**config.mk**
```make
export PLATFORM = sky130hd
export DESIGN_NAME = line_word_serializer
export DESIGN_NICKNAME = d
export VERILOG_FILES = /design/src/rtl/line_word_serializer_pkg.sv /design/src/rtl/line_word_serializer_select.sv /design/src/rtl/line_word_serializer.sv
export SDC_FILE = /design/constraint.sdc
export NUM_CORES = 1
export LEC_CHECK = 0
export ABC_CLOCK_PERIOD_IN_PS = 6400
export BUFFER_PORTS_ARGS = -buffer_cell sky130_fd_sc_hd__buf_2
export CORE_MARGIN = 2
export CORE_UTILIZATION = 58
export DETAILED_ROUTE_END_ITERATION = 8
export GPL_TIMING_DRIVEN = 0
export MAX_ROUTING_LAYER = met4
export PLACE_DENSITY = 0.91
export SLEW_MARGIN = 20
export SYNTH_ARGS = -nofsm -noshare
export SYNTH_HDL_FRONTEND = slang
export SYNTH_SLANG_ARGS = --single-unit
```
**constraint.sdc**
```tcl
create_clock -name clk -period 6.4 [get_ports clk]
set_input_delay 0.32 -clock clk [delete_from_list [all_inputs] [get_ports clk]]
set_output_delay 0.32 -clock clk [all_outputs]
set_load 0.02 [all_outputs]
```
**src/rtl/line_word_serializer_pkg.sv**
```systemverilog
// Shared LC-3b line/word types and the serializer state encoding.
package lc3b_types;

  typedef logic [15:0]  lc3b_word;
  typedef logic [127:0] lc3b_line;
  typedef logic [2:0]   lc3b_line_offset;

  typedef enum logic {
    S_IDLE = 1'b0,
    S_BUSY = 1'b1
  } ser_state_e;

endpackage

```
**src/rtl/line_word_serializer_select.sv**
```systemverilog
// Combinational word selector: returns word idx of a WORD_WIDTH-sliced line.
module line_word_select #(
  parameter int unsigned LINE_WIDTH = 128,
  parameter int unsigned WORD_WIDTH = 16,
  localparam int unsigned WORDS     = LINE_WIDTH / WORD_WIDTH,
  localparam int unsigned IDXW      = $clog2(WORDS)
) (
  input  logic [LINE_WIDTH-1:0] line,
  input  logic [IDXW-1:0]       idx,
  output logic [WORD_WIDTH-1:0] word
);

  always_comb begin
    word = '0;
    for (int unsigned k = 0; k < WORDS; k++) begin
      if (idx == IDXW'(k)) word = line[k*WORD_WIDTH +: WORD_WIDTH];
    end
  end

endmodule

```
**src/rtl/line_word_serializer.sv**
```systemverilog
// Serializes a registered cache line into WORD_WIDTH beats starting at in_offset.
// Define LINE_WORD_SERIALIZER_WRAP_EN for critical-word-first wrapping bursts.
module line_word_serializer
  import lc3b_types::*;
#(
  parameter int unsigned LINE_WIDTH = 128,
  parameter int unsigned WORD_WIDTH = 16,
  localparam int unsigned WORDS     = LINE_WIDTH / WORD_WIDTH,
  localparam int unsigned IDXW      = $clog2(WORDS)
) (
  input  logic                  clk,
  input  logic                  rst,
  input  logic                  in_valid,
  output logic                  in_ready,
  input  logic [LINE_WIDTH-1:0] in_line,
  input  logic [IDXW-1:0]       in_offset,
  input  logic                  in_single,
  output logic                  out_valid,
  input  logic                  out_ready,
  output logic [WORD_WIDTH-1:0] out_word,
  output logic [IDXW-1:0]       out_index,
  output logic                  out_last
);

  ser_state_e            state_q, state_d;
  logic [LINE_WIDTH-1:0] line_q, line_d;
  logic [IDXW-1:0]       idx_q, idx_d;
  logic [IDXW:0]         rem_q, rem_d;
  logic                  single_q, single_d;
  logic [IDXW:0]         full_beats;

`ifdef LINE_WORD_SERIALIZER_WRAP_EN
  assign full_beats = (IDXW+1)'(WORDS);
`else
  assign full_beats = (IDXW+1)'(WORDS) - {1'b0, in_offset};
`endif

  always_comb begin
    state_d  = state_q;
    line_d   = line_q;
    idx_d    = idx_q;
    rem_d    = rem_q;
    single_d = single_q;
    case (state_q)
      S_IDLE: begin
        if (in_valid) begin
          state_d  = S_BUSY;
          line_d   = in_line;
          idx_d    = in_offset;
          single_d = in_single;
          rem_d    = in_single ? (IDXW+1)'(1) : full_beats;
        end
      end
      S_BUSY: begin
        if (out_ready) begin
          idx_d = idx_q + IDXW'(1);
          rem_d = rem_q - (IDXW+1)'(1);
          // Final beat: in_ready only rises on the following cycle.
          if (out_last) state_d = S_IDLE;
        end
      end
      default: state_d = S_IDLE;
    endcase
  end

  always_ff @(posedge clk) begin
    if (rst) begin
      state_q  <= S_IDLE;
      line_q   <= '0;
      idx_q    <= '0;
      rem_q    <= '0;
      single_q <= 1'b0;
    end else begin
      state_q  <= state_d;
      line_q   <= line_d;
      idx_q    <= idx_d;
      rem_q    <= rem_d;
      single_q <= single_d;
    end
  end

  line_word_select #(
    .LINE_WIDTH(LINE_WIDTH),
    .WORD_WIDTH(WORD_WIDTH)
  ) u_select (
    .line(line_q),
    .idx (idx_q),
    .word(out_word)
  );

  assign in_ready  = (state_q == S_IDLE);
  assign out_valid = (state_q == S_BUSY);
  assign out_index = idx_q;
  assign out_last  = (state_q == S_BUSY) && (single_q || rem_q == (IDXW+1)'(1));

endmodule

```
==> impl_metrics.csv, run 1 <==
group,metric,value,unit
outcome,status,"completed",
drt,drcViolationCount,0,
timing,final-setup-viol-count,0,
cts,cts_tree,"done",
timing,slew_headroom,0.440,
yosys,synthArstFlopShare,0,
cts,clk_pin_slew_worst_paths,0.07,ns
pwr,peakVddDrop,210,uV
final_layout,design_area,0.00798,mm^2
yosys,synth_edf_count,0,
die,start_util,0.593,
yosys,ys_types,35,
die,core,0.0108,mm^2
drt,wirelength,20300,um
cts,clkLatencyLatePin,0.53,ns
yosys,syn_avg_cell_area,7.24,um^2
timing,hold_viol_final,0,
yosys,ys_warn_count,0,
final_layout,num-fill-cells,817,
critical_path,crit_fanout,10,
timing,max_freq,278,MHz
critical_path,reg2reg_depth,6,
flow_run,cap_violations,0,
cts,cts_resized,0,
die,die-width,109,um
yosys,synthCells,885,
drt,wl_per_cell,16.8,um
yosys,synth.net_count,1030,
cts,numCtsBuffers,17,
die,die_h,109,um
cts,cts_sinks,137,
die,io_pins,158,
critical_path,cp-end-kind,"output pin",
pwr,p_leak,3.28,nW
grt,grt.busiest_layer,"met2",
timing,period_share,0.561,
place,gp_routability_congestion,0.940,
final_layout,antenna_cells,0,
final_layout,synthToLayoutAreaGrowth,24.5,%
drt,via_per_inst,5.79,
min_path,hp-class,"input port to register",
timing,worstMarginPinSlew,0.840,ns
place,placed_cell_area,0.00736,mm^2
grt,grt_pass1_vias,6423,
grt,antenna_found_initial,0,
critical_path,cp-start-kind,"register",
grt,grtUsageTotal,0.360,
place,dp_hpwl,14600,um
cts,ctsRootBufferMaster,"clkbuf_8",
yosys,ys_ff_latch,137,
min_path,hold_depth,3,
timing,period_minus_slack,3.59,ns
die,rows,38,
grt,grt_max_degree,17,
cts,postCtsHoldBufs,0,
timing,finalMaxSlewViolations,0,
die,die_area,0.0119,mm^2
final_layout,layout-drive-gt1-share,0.218,
drt,initialDrtViolationCount,655,
drt,route.vias.total,7028,
critical_path,crit_type,"register to output pin",
pwr,power.density,302,mW/mm^2
drt,drtAntennaViolNets,0,
grt,grt_pass1_wl,31400,um
cts,cts_setup_buffers,0,
drt,drt_pass1_iterations,8,
pwr,finalPower,2.41,mW
grt,grt.overflow.total,0,
grt,met2_usage,0.567,
yosys,synth-seq-area-share,0.428,
critical_path,arrival,3.27,ns
grt,gr-usage-met1,0.428,
cts,clk_path_buf_depth,2,
timing,rsz0062_at_grt,"false",
timing,tns,0,ns
place,numPortBuffers,156,
final_layout,final_nets,1205,
yosys,synth_flop_cell,"dfxtp_1",
cts,cts_max_level,4,
timing,fin_skew,0.00419,ns
yosys,syn-cell-area,0.00640,mm^2
critical_path,required,6.08,ns
grt,grt_use_met3,0.0687,
==> cell families (layout without fill, tap and decap cells) <==
logic type,after synthesis,in the layout,share of synthesized area
and+or+nand+nor,363,363,0.236
xor gates and xnor gates,1,1,0.00137
AOI/OAI and AO/OA,259,259,0.236
adders and majority gates,9,9,0.0176
muxes,2,2,0.00313
DFF,137,137,0.428
buffers and inverters,114,302,0.0779
==> cells in the final DEF (no fill, tap or decap), types with 2 or more instances in the layout <==
cell        count
mux2i_1         2
dfxtp_1       137
inv_1          40
o22ai_1        16
buf_1           3
clkbuf_1       37
ha_1            9
nand2_1       309
a21oi_1       174
clkbuf_16      16
clkinv_4        4
and2_0          2
clkinvlp_4      2
bufinv_16       4
or3_1           2
a221o_1        15
inv_6           2
clkinv_2        2
o21ai_0        20
a21oi_2        10
buf_6           2
nor2b_1        18
a221oi_1       16
buf_2         187
nor2_1          7
a211oi_1        4
nand3b_1       17
nor3_1          2
==> power breakdown <==
| part | total (mW) | leakage (nW) | switching, mW | internal, mW |
|---|---|---|---|---|
| logic | 0.430 | 1.85 | 0.269 | 0.161 |
| clock network | 1.03 | 0.296 | 0.396 | 0.636 |
| registers | 0.944 | 1.12 | 0.0384 | 0.906 |
| total | 2.41 | 3.28 | 0.702 | 1.70 |
==> routing by layer <==
| layer | up-vias | share of wire |
|---|---|---|
| li1 | 3309 | - |
| met1 | 3192 | 0.39 |
| met2 | 439 | 0.46 |
| met3 | 88 | 0.098 |
| met4 | 0 | 0.055 |
| met5 | - | 0 |
==> cell type report <==
class                   instances  area, um^2  share of cell area
multi-input cells             634        3160               0.397
plain buffers                  74         349              0.0438
repair buffers                156         781              0.0979
clock inverters                14         198              0.0248
flip-flops and latches        137        2740               0.344
clock buffers                  18         418              0.0524
inverters                      40         150              0.0188
well taps                     140         175              0.0220
==> synthesized netlist by cell type, types with 9 or more instances <==
master	count	share of area
a221o_1	15	0.023
nand3b_1	17	0.020
inv_1	40	0.023
ha_1	9	0.018
a21oi_1	174	0.14
nand2_1	309	0.18
nor2b_1	18	0.018
clkbuf_1	36	0.021
buf_2	31	0.024
dfxtp_1	137	0.43
a221oi_1	16	0.022
o21ai_0	20	0.016
a21oi_2	10	0.014
o22ai_1	16	0.016
==> worst max-delay path: stages (launching register included) <==
cell	delay, ns
dfxtp_1	0.56
inv_1	0.22
buf_2	0.24
ha_1	0.23
buf_6	0.14
or3_1	0.36
buf_6	0.15
buf_12	0.14
a21oi_2	0.17
o22ai_1	0.14
a21oi_1	0.18
buf_2	0.19
==> worst paths after layout <==
path	end	slack, ns	startpoint
setup / recovery	out_word[8]	2.81	out_index[2]
hold / removal	line_q[91]	0.02	in_line[91]
setup reg to reg	out_index[2]	4.45	out_index[2]
hold reg to reg	line_q[0]	0.45	line_q[0]
==> flip-flops by register name (all words and copies together) (netlist names) <==
name	count
line_q	128
rem_q	4
out_index	3
out_valid	1
single_q	1
==> through the flow <==
stage	hold slack, ns	setup WS, ns	std cells	utilization
2_1_floorplan	0.431	3.68	885	-
3_3_place_gp	0.439	3.54	1181	0.682
3_5_place_dp	0.447	3.48	1181	0.682
4_1_cts	0.0245	2.89	1213	0.739
5_1_grt	0.0300	2.75	1213	0.739
6_report	0.0206	2.81	1213	0.739
Note: power is estimated with default switching activity, not from simulation.
==> run 2, diff against run 1 <==
- ABC_AREA: not set -> 1
- ABC_CLOCK_PERIOD_IN_PS: 6400 -> 3600
- CORE_UTILIZATION: 58 -> 54
- PLACE_DENSITY: 0.91 -> 0.85
- clock period: 6.4 -> 3.6 ns (I/O delays scaled with it)
==> impl_metrics.csv, run 2 <==
group,metric,value,unit
grt,grtUsageTotal,0.360,
critical_path,ff2ff_setup_slack,1.79,ns
pwr,p_switching,1.37,mW
final_layout,antenna_cells,0,
yosys,synth_flop_cell,"dfxtp_1",
timing,finalMaxSlewViolations,0,
timing,worstMarginPinSlew,0.596,ns
critical_path,reg2reg_depth,6,
timing,final-setup-viol-count,0,
final_layout,largest_reg_flops,128,
timing,fin_skew,0.00858,ns
pwr,switching_share,0.304,
yosys,ys_top_cells_by_count,"nor2_1, nand2_1, dfxtp_1, o21ai_0, inv_1",
die,die-width,114,um
cts,ctsRootBufferMaster,"clkbuf_16",
place,dp_hpwl,14200,um
yosys,ys_types,28,
outcome,status,"completed",
critical_path,r2r-end,"line_q[52]",
cts,cts_resized,0,
pwr,power.density,498,mW/mm^2
pwr,p_int,3.14,mW
die,core,0.0119,mm^2
final_layout,final_nets,1429,
final_layout,layout_commonest_cell,"nor2_1",
yosys,syn_avg_cell_area,6.45,um^2
min_path,min_to,"line_q[16]",
place,dp.cells,1320,
die,io_pins,158,
grt,grt_max_degree,17,
place,placed_cell_area,0.00752,mm^2
cts,clk_pin_slew_worst_paths,0.06,ns
cts,cts_max_level,4,
drt,drtAntennaViolNets,0,
cts,clkLatencyLatePin,0.43,ns
yosys,netlist_top_cells_area,"dfxtp_1, nor2_1, nand2_1, o21ai_0, nand3_1",
timing,tns,0,ns
drt,wirelength,22500,um
critical_path,cp-end-kind,"output pin",
yosys,synth_top_cell_area_share,0.418,
yosys,syn-cell-area,0.00655,mm^2
yosys,synthCells,1016,
drt,drcViolationCount,0,
critical_path,arrival,2.80,ns
grt,grt.overflow.total,0,
min_path,hold_depth,3,
pwr,p_leak,4.55,nW
grt,antenna_found_initial,0,
grt,grt_pass1_vias,7394,
pwr,p_clk_frac,0.399,
place,numPortBuffers,157,
critical_path,crit_path_top_delay_cell,"dfxtp_1",
timing,rsz0062_at_grt,"false",
drt,drt_pass1_iterations,7,
yosys,synth-seq-area-share,0.418,
place,gp_routability_congestion,0.936,
final_layout,regMostFlops,"line_q",
critical_path,timing.rr.start,"out_valid",
critical_path,required,3.42,ns
timing,max_freq,336,MHz
critical_path,crit_type,"register to output pin",
grt,grt_pass1_wl,35300,um
final_layout,final_cell_mix,"nor2_1, nand2_1, buf_2, dfxtp_1, o21ai_0",
cts,cts_sinks,137,
cts,numCtsBuffers,17,
min_path,hp-start,"in_line[16]",
min_path,hp-class,"input port to register",
cts,clk_path_buf_depth,2,
drt,route.vias.total,7748,
final_layout,utilization,0.760,
die,die_area,0.0130,mm^2
yosys,synth_edf_count,0,
critical_path,cp-start-kind,"register",
drt,initialDrtViolationCount,964,
timing,hold_viol_final,0,
flow_run,cap_violations,0,
drt,via_per_inst,5.37,
critical_path,crit_fanout,10,
yosys,synth.net_count,1161,
drt,wl_per_cell,15.6,um
critical_path,crit_family,"buffers and inverters",
yosys,synth_top_area_cell,"dfxtp_1",
timing,period_share,0.828,
critical_path,crit_chain,"inv_4 > buf_4 > ha_1 > buf_2 > inv_1 > buf_2 > nand3_1 > nand2_1 > nand2_1 > nand2_1 > nand2_1 > nand2_1 > buf_2",
critical_path,cp_num_buf_inv,6,
final_layout,layout-drive-gt1-share,0.177,
timing,slew_headroom,0.602,
timing,period_minus_slack,2.98,ns
final_layout,layout.cells.non_filler,1444,
yosys,ys_ff_latch,137,
critical_path,slowest_delay,0.54,ns
pwr,finalPower,4.50,mW
yosys,ys_warn_count,0,
pwr,peakVddDrop,370,uV
pwr,seq_power_share,0.383,
yosys,synthArstFlopShare,0,
critical_path,critPathMostFrequentCell,"nand2_1",
die,start_util,0.550,
die,rows,40,
pwr,combPwrFrac,0.218,
final_layout,num-fill-cells,868,
cts,cts_tree,"done",
final_layout,design_area,0.00905,mm^2
yosys,yosysMostFrequentCell,"nor2_1",
die,die_h,114,um
final_layout,synthToLayoutAreaGrowth,38.1,%
-- run 2: area by class of cell --
| type | count | area, um^2 | share of cell area |
|---|---|---|---|
| Buffer | 67 | 329 | 0.0364 |
| Clock buffer | 20 | 457 | 0.0505 |
| Clock inverter | 12 | 148 | 0.0163 |
| Inverter | 67 | 254 | 0.0281 |
| Multi-Input combinational cell | 745 | 3230 | 0.357 |
| Sequential cell | 137 | 2740 | 0.303 |
| Tap cell | 147 | 184 | 0.0203 |
| Timing Repair Buffer | 249 | 1710 | 0.189 |
-- run 2: per-stage QoR --
stage	setup slack, ns	hold slack [ns]
after floorplan	1.47	0.258
after global placement	1.18	0.382
after detailed placement	1.16	0.395
after CTS	0.684	0.000985
after global routing	0.452	0.00985
final	0.621	0.00689
-- run 2: logic make-up after synthesis --
logic type               Yosys count  synth area share
AND/OR/NAND/NOR                  568             0.345
buffers and inverters            134            0.0890
XOR/XNOR                           1           0.00134
adder cells (fa/ha/maj)            9            0.0172
AO/OA/AOI/OAI                    167             0.129
flip-flops                       137             0.418
-- run 2: per-layer routing --
metal  GRT usage  part of all wire  up-vias
met3      0.0879             0.095      133
met5           -                 0        -
li1            -                 -     3718
met1       0.434              0.40     3408
met2       0.560              0.44      489
met4       0.192             0.057        0
-- run 2: power groups by stage --
stage          clock (mW)  combinational, mW  sequential (mW)
6_report             1.80              0.982             1.73
5_1_grt              1.87               1.07             1.74
4_1_cts              1.80              0.936             1.72
3_5_place_dp            0              0.851             1.75
3_3_place_gp            0              0.836             1.75
2_1_floorplan           0              0.549             1.73
-- run 2: worst max path at each step --
stage / from / to / slack (ns) / cells after the start
floorplan: out_index[2] / out_word[10] / 1.47 / 12
global placement: out_index[2] / out_word[13] / 1.18 / 13
detailed placement: out_index[2] / out_word[11] / 1.16 / 13
CTS: out_index[2] / out_word[4] / 0.68 / 13
global route: out_index[2] / out_word[13] / 0.45 / 13
finish: out_index[2] / out_word[13] / 0.62 / 13
-- run 2: worst min-delay path: stages --
cell,delay (ns)
buf_2,0.07
nor2_1,0.05
nor2_1,0.10
-- run 2: what timing repair did --
item | 4_1_cts | 5_1_grt
hold buffers | 92 | 0
setup buffers | 0 | 0
hold endpoints to repair | 92 | 0
==> run 3, diff against run 2 <==
- ABC_CLOCK_PERIOD_IN_PS: 3600 -> 3040
- clock period: 3.6 -> 3.04 ns (I/O delays scaled with it)
==> impl_metrics.csv, run 3 (synthesized netlist as in run 2, its figures left out) <==
group,metric,value,unit
timing,worstMarginPinSlew,0.645,ns
timing,period_minus_slack,2.93,ns
timing,max_freq,342,MHz
final_layout,layout_commonest_cell,"nor2_1",
critical_path,crit_chain,"inv_4 > buf_4 > ha_1 > buf_2 > inv_1 > buf_2 > nand3_1 > nand2_1 > nand2_1 > nand2_1 > nand2_1 > nand2_1 > buf_2",
timing,period_share,0.962,
drt,drcViolationCount,0,
critical_path,timing.rr.start,"out_valid",
critical_path,arrival,2.77,ns
die,die_h,114,um
critical_path,critPathMostFrequentCell,"nand2_1",
outcome,status,"finished, violations left",
final_layout,largest_reg_flops,128,
drt,wl_per_cell,16.1,um
cts,clk_pin_slew_worst_paths,0.06,ns
pwr,power.density,582,mW/mm^2
cts,cts_tree,"done",
timing,finalWorstSetupSlack,0.114,ns
critical_path,crit_type,"register to output pin",
grt,grtUsageTotal,0.376,
outcome,violations,"negative hold slack",
cts,clk_path_buf_depth,2,
place,post-place-ws,0.629,ns
timing,rsz0062_at_grt,"false",
timing,final-setup-viol-count,0,
cts,cts_max_level,4,
drt,drt_pass1_iterations,7,
drt,wirelength,23500,um
grt,antenna_found_initial,0,
drt,route.vias.total,8000,
timing,tns,0,ns
place,numPortBuffers,157,
pwr,peakVddDrop,434,uV
drt,via_per_inst,5.46,
critical_path,crit_path_top_delay_cell,"dfxtp_2",
flow_run,cap_violations,0,
min_path,hp-class,"input port to register",
critical_path,crit_family,"buffers and inverters",
final_layout,antenna_cells,0,
critical_path,setup.worst_path.start,"out_index[2]",
die,die_area,0.0130,mm^2
drt,drtAntennaViolNets,0,
final_layout,layout-drive-gt1-share,0.175,
die,io_pins,158,
critical_path,slowest_delay,0.44,ns
min_path,hp-start,"in_line[18]",
pwr,p_leak,4.64,nW
grt,grt_max_degree,17,
critical_path,crit_fanout,10,
critical_path,cp-end-kind,"output pin",
die,rows,40,
timing,fin_skew,0.0103,ns
drt,initialDrtViolationCount,964,
final_layout,utilization,0.777,
timing,slew_headroom,0.570,
cts,ctsRootBufferMaster,"clkbuf_16",
critical_path,cp_num_buf_inv,6,
critical_path,required,2.89,ns
grt,grt.overflow.total,0,
grt,grt_pass1_vias,7649,
timing,timing.hold.ws,-0.000586,ns
critical_path,cp-start-kind,"register",
place,gp_routability_congestion,0.936,
die,start_util,0.550,
final_layout,regMostFlops,"line_q",
timing,hold_viol_final,1,
die,die-width,114,um
final_layout,synthToLayoutAreaGrowth,41.3,%
final_layout,final_cell_mix,"nor2_1, nand2_1, buf_2, dfxtp_1, o21ai_0",
cts,cts_sinks,137,
timing,finalMaxSlewViolations,0,
cts,numCtsBuffers,17,
grt,grt_pass1_wl,36800,um
die,core,0.0119,mm^2
place,dp_hpwl,14200,um
final_layout,final_nets,1450,
cts,clkLatencyLatePin,0.43,ns
-- run 3: final timing paths --
check / endpoint / slack [ns] / depth (start not counted)
setup / recovery: out_word[4] / 0.11 / 13
setup reg to reg: line_q[48] / 1.20 / 6
hold / removal: line_q[18] / -0.0006 / 3
hold reg to reg: line_q[2] / 0.46 / 2
-- run 3: metal layers --
| layer | track usage | vias up | wire length, um |
|---|---|---|---|
| li1 | - | 3763 | - |
| met1 | 0.443 | 3542 | 9230 |
| met2 | 0.594 | 540 | 10700 |
| met3 | 0.0863 | 155 | 2230 |
| met4 | 0.208 | 0 | 1410 |
| met5 | - | - | 0 |
-- run 3: where the power goes --
part	total (mW)	switching, mW	internal, mW
combinational	1.20	0.743	0.455
clock	2.14	0.817	1.33
sequential	2.05	0.0960	1.95
-- run 3: through the flow --
stage          cells  instance area (um^2)  power [mW]
2_1_floorplan   1016                  6550        2.70
3_3_place_gp    1320                  7520        3.06
3_5_place_dp    1320                  7520        3.08
4_1_cts         1465                  9260        5.29
5_1_grt         1465                  9260        5.57
6_report        1465                  9260        5.39
-- run 3: timing repair --
action | CTS | global route
hold buffers | 113 | 0
hold endpoints to repair | 112 | 0
buffers inserted | 0 | 0
endpoints found under the setup margin | 0 | 8
resized for setup | 0 | 1
-- run 3: final cells by class --
type                       count  area [um^2]
tap                          147          184
clock buffer                  20          457
timing repair buffer         270         1920
inverter                      67          254
buffer                        67          329
clock inverter                12          148
multi-input combinational    745         3230
fill                         830         2650
sequential                   137         2740
-- run 3: worst register-to-register path, cell delays in order, from the launching register on --
cell	delay [ns]
dfxtp_1	0.54
nor2_4	0.15
inv_2	0.26
buf_2	0.33
buf_4	0.23
nor2_1	0.07
nor2_1	0.18
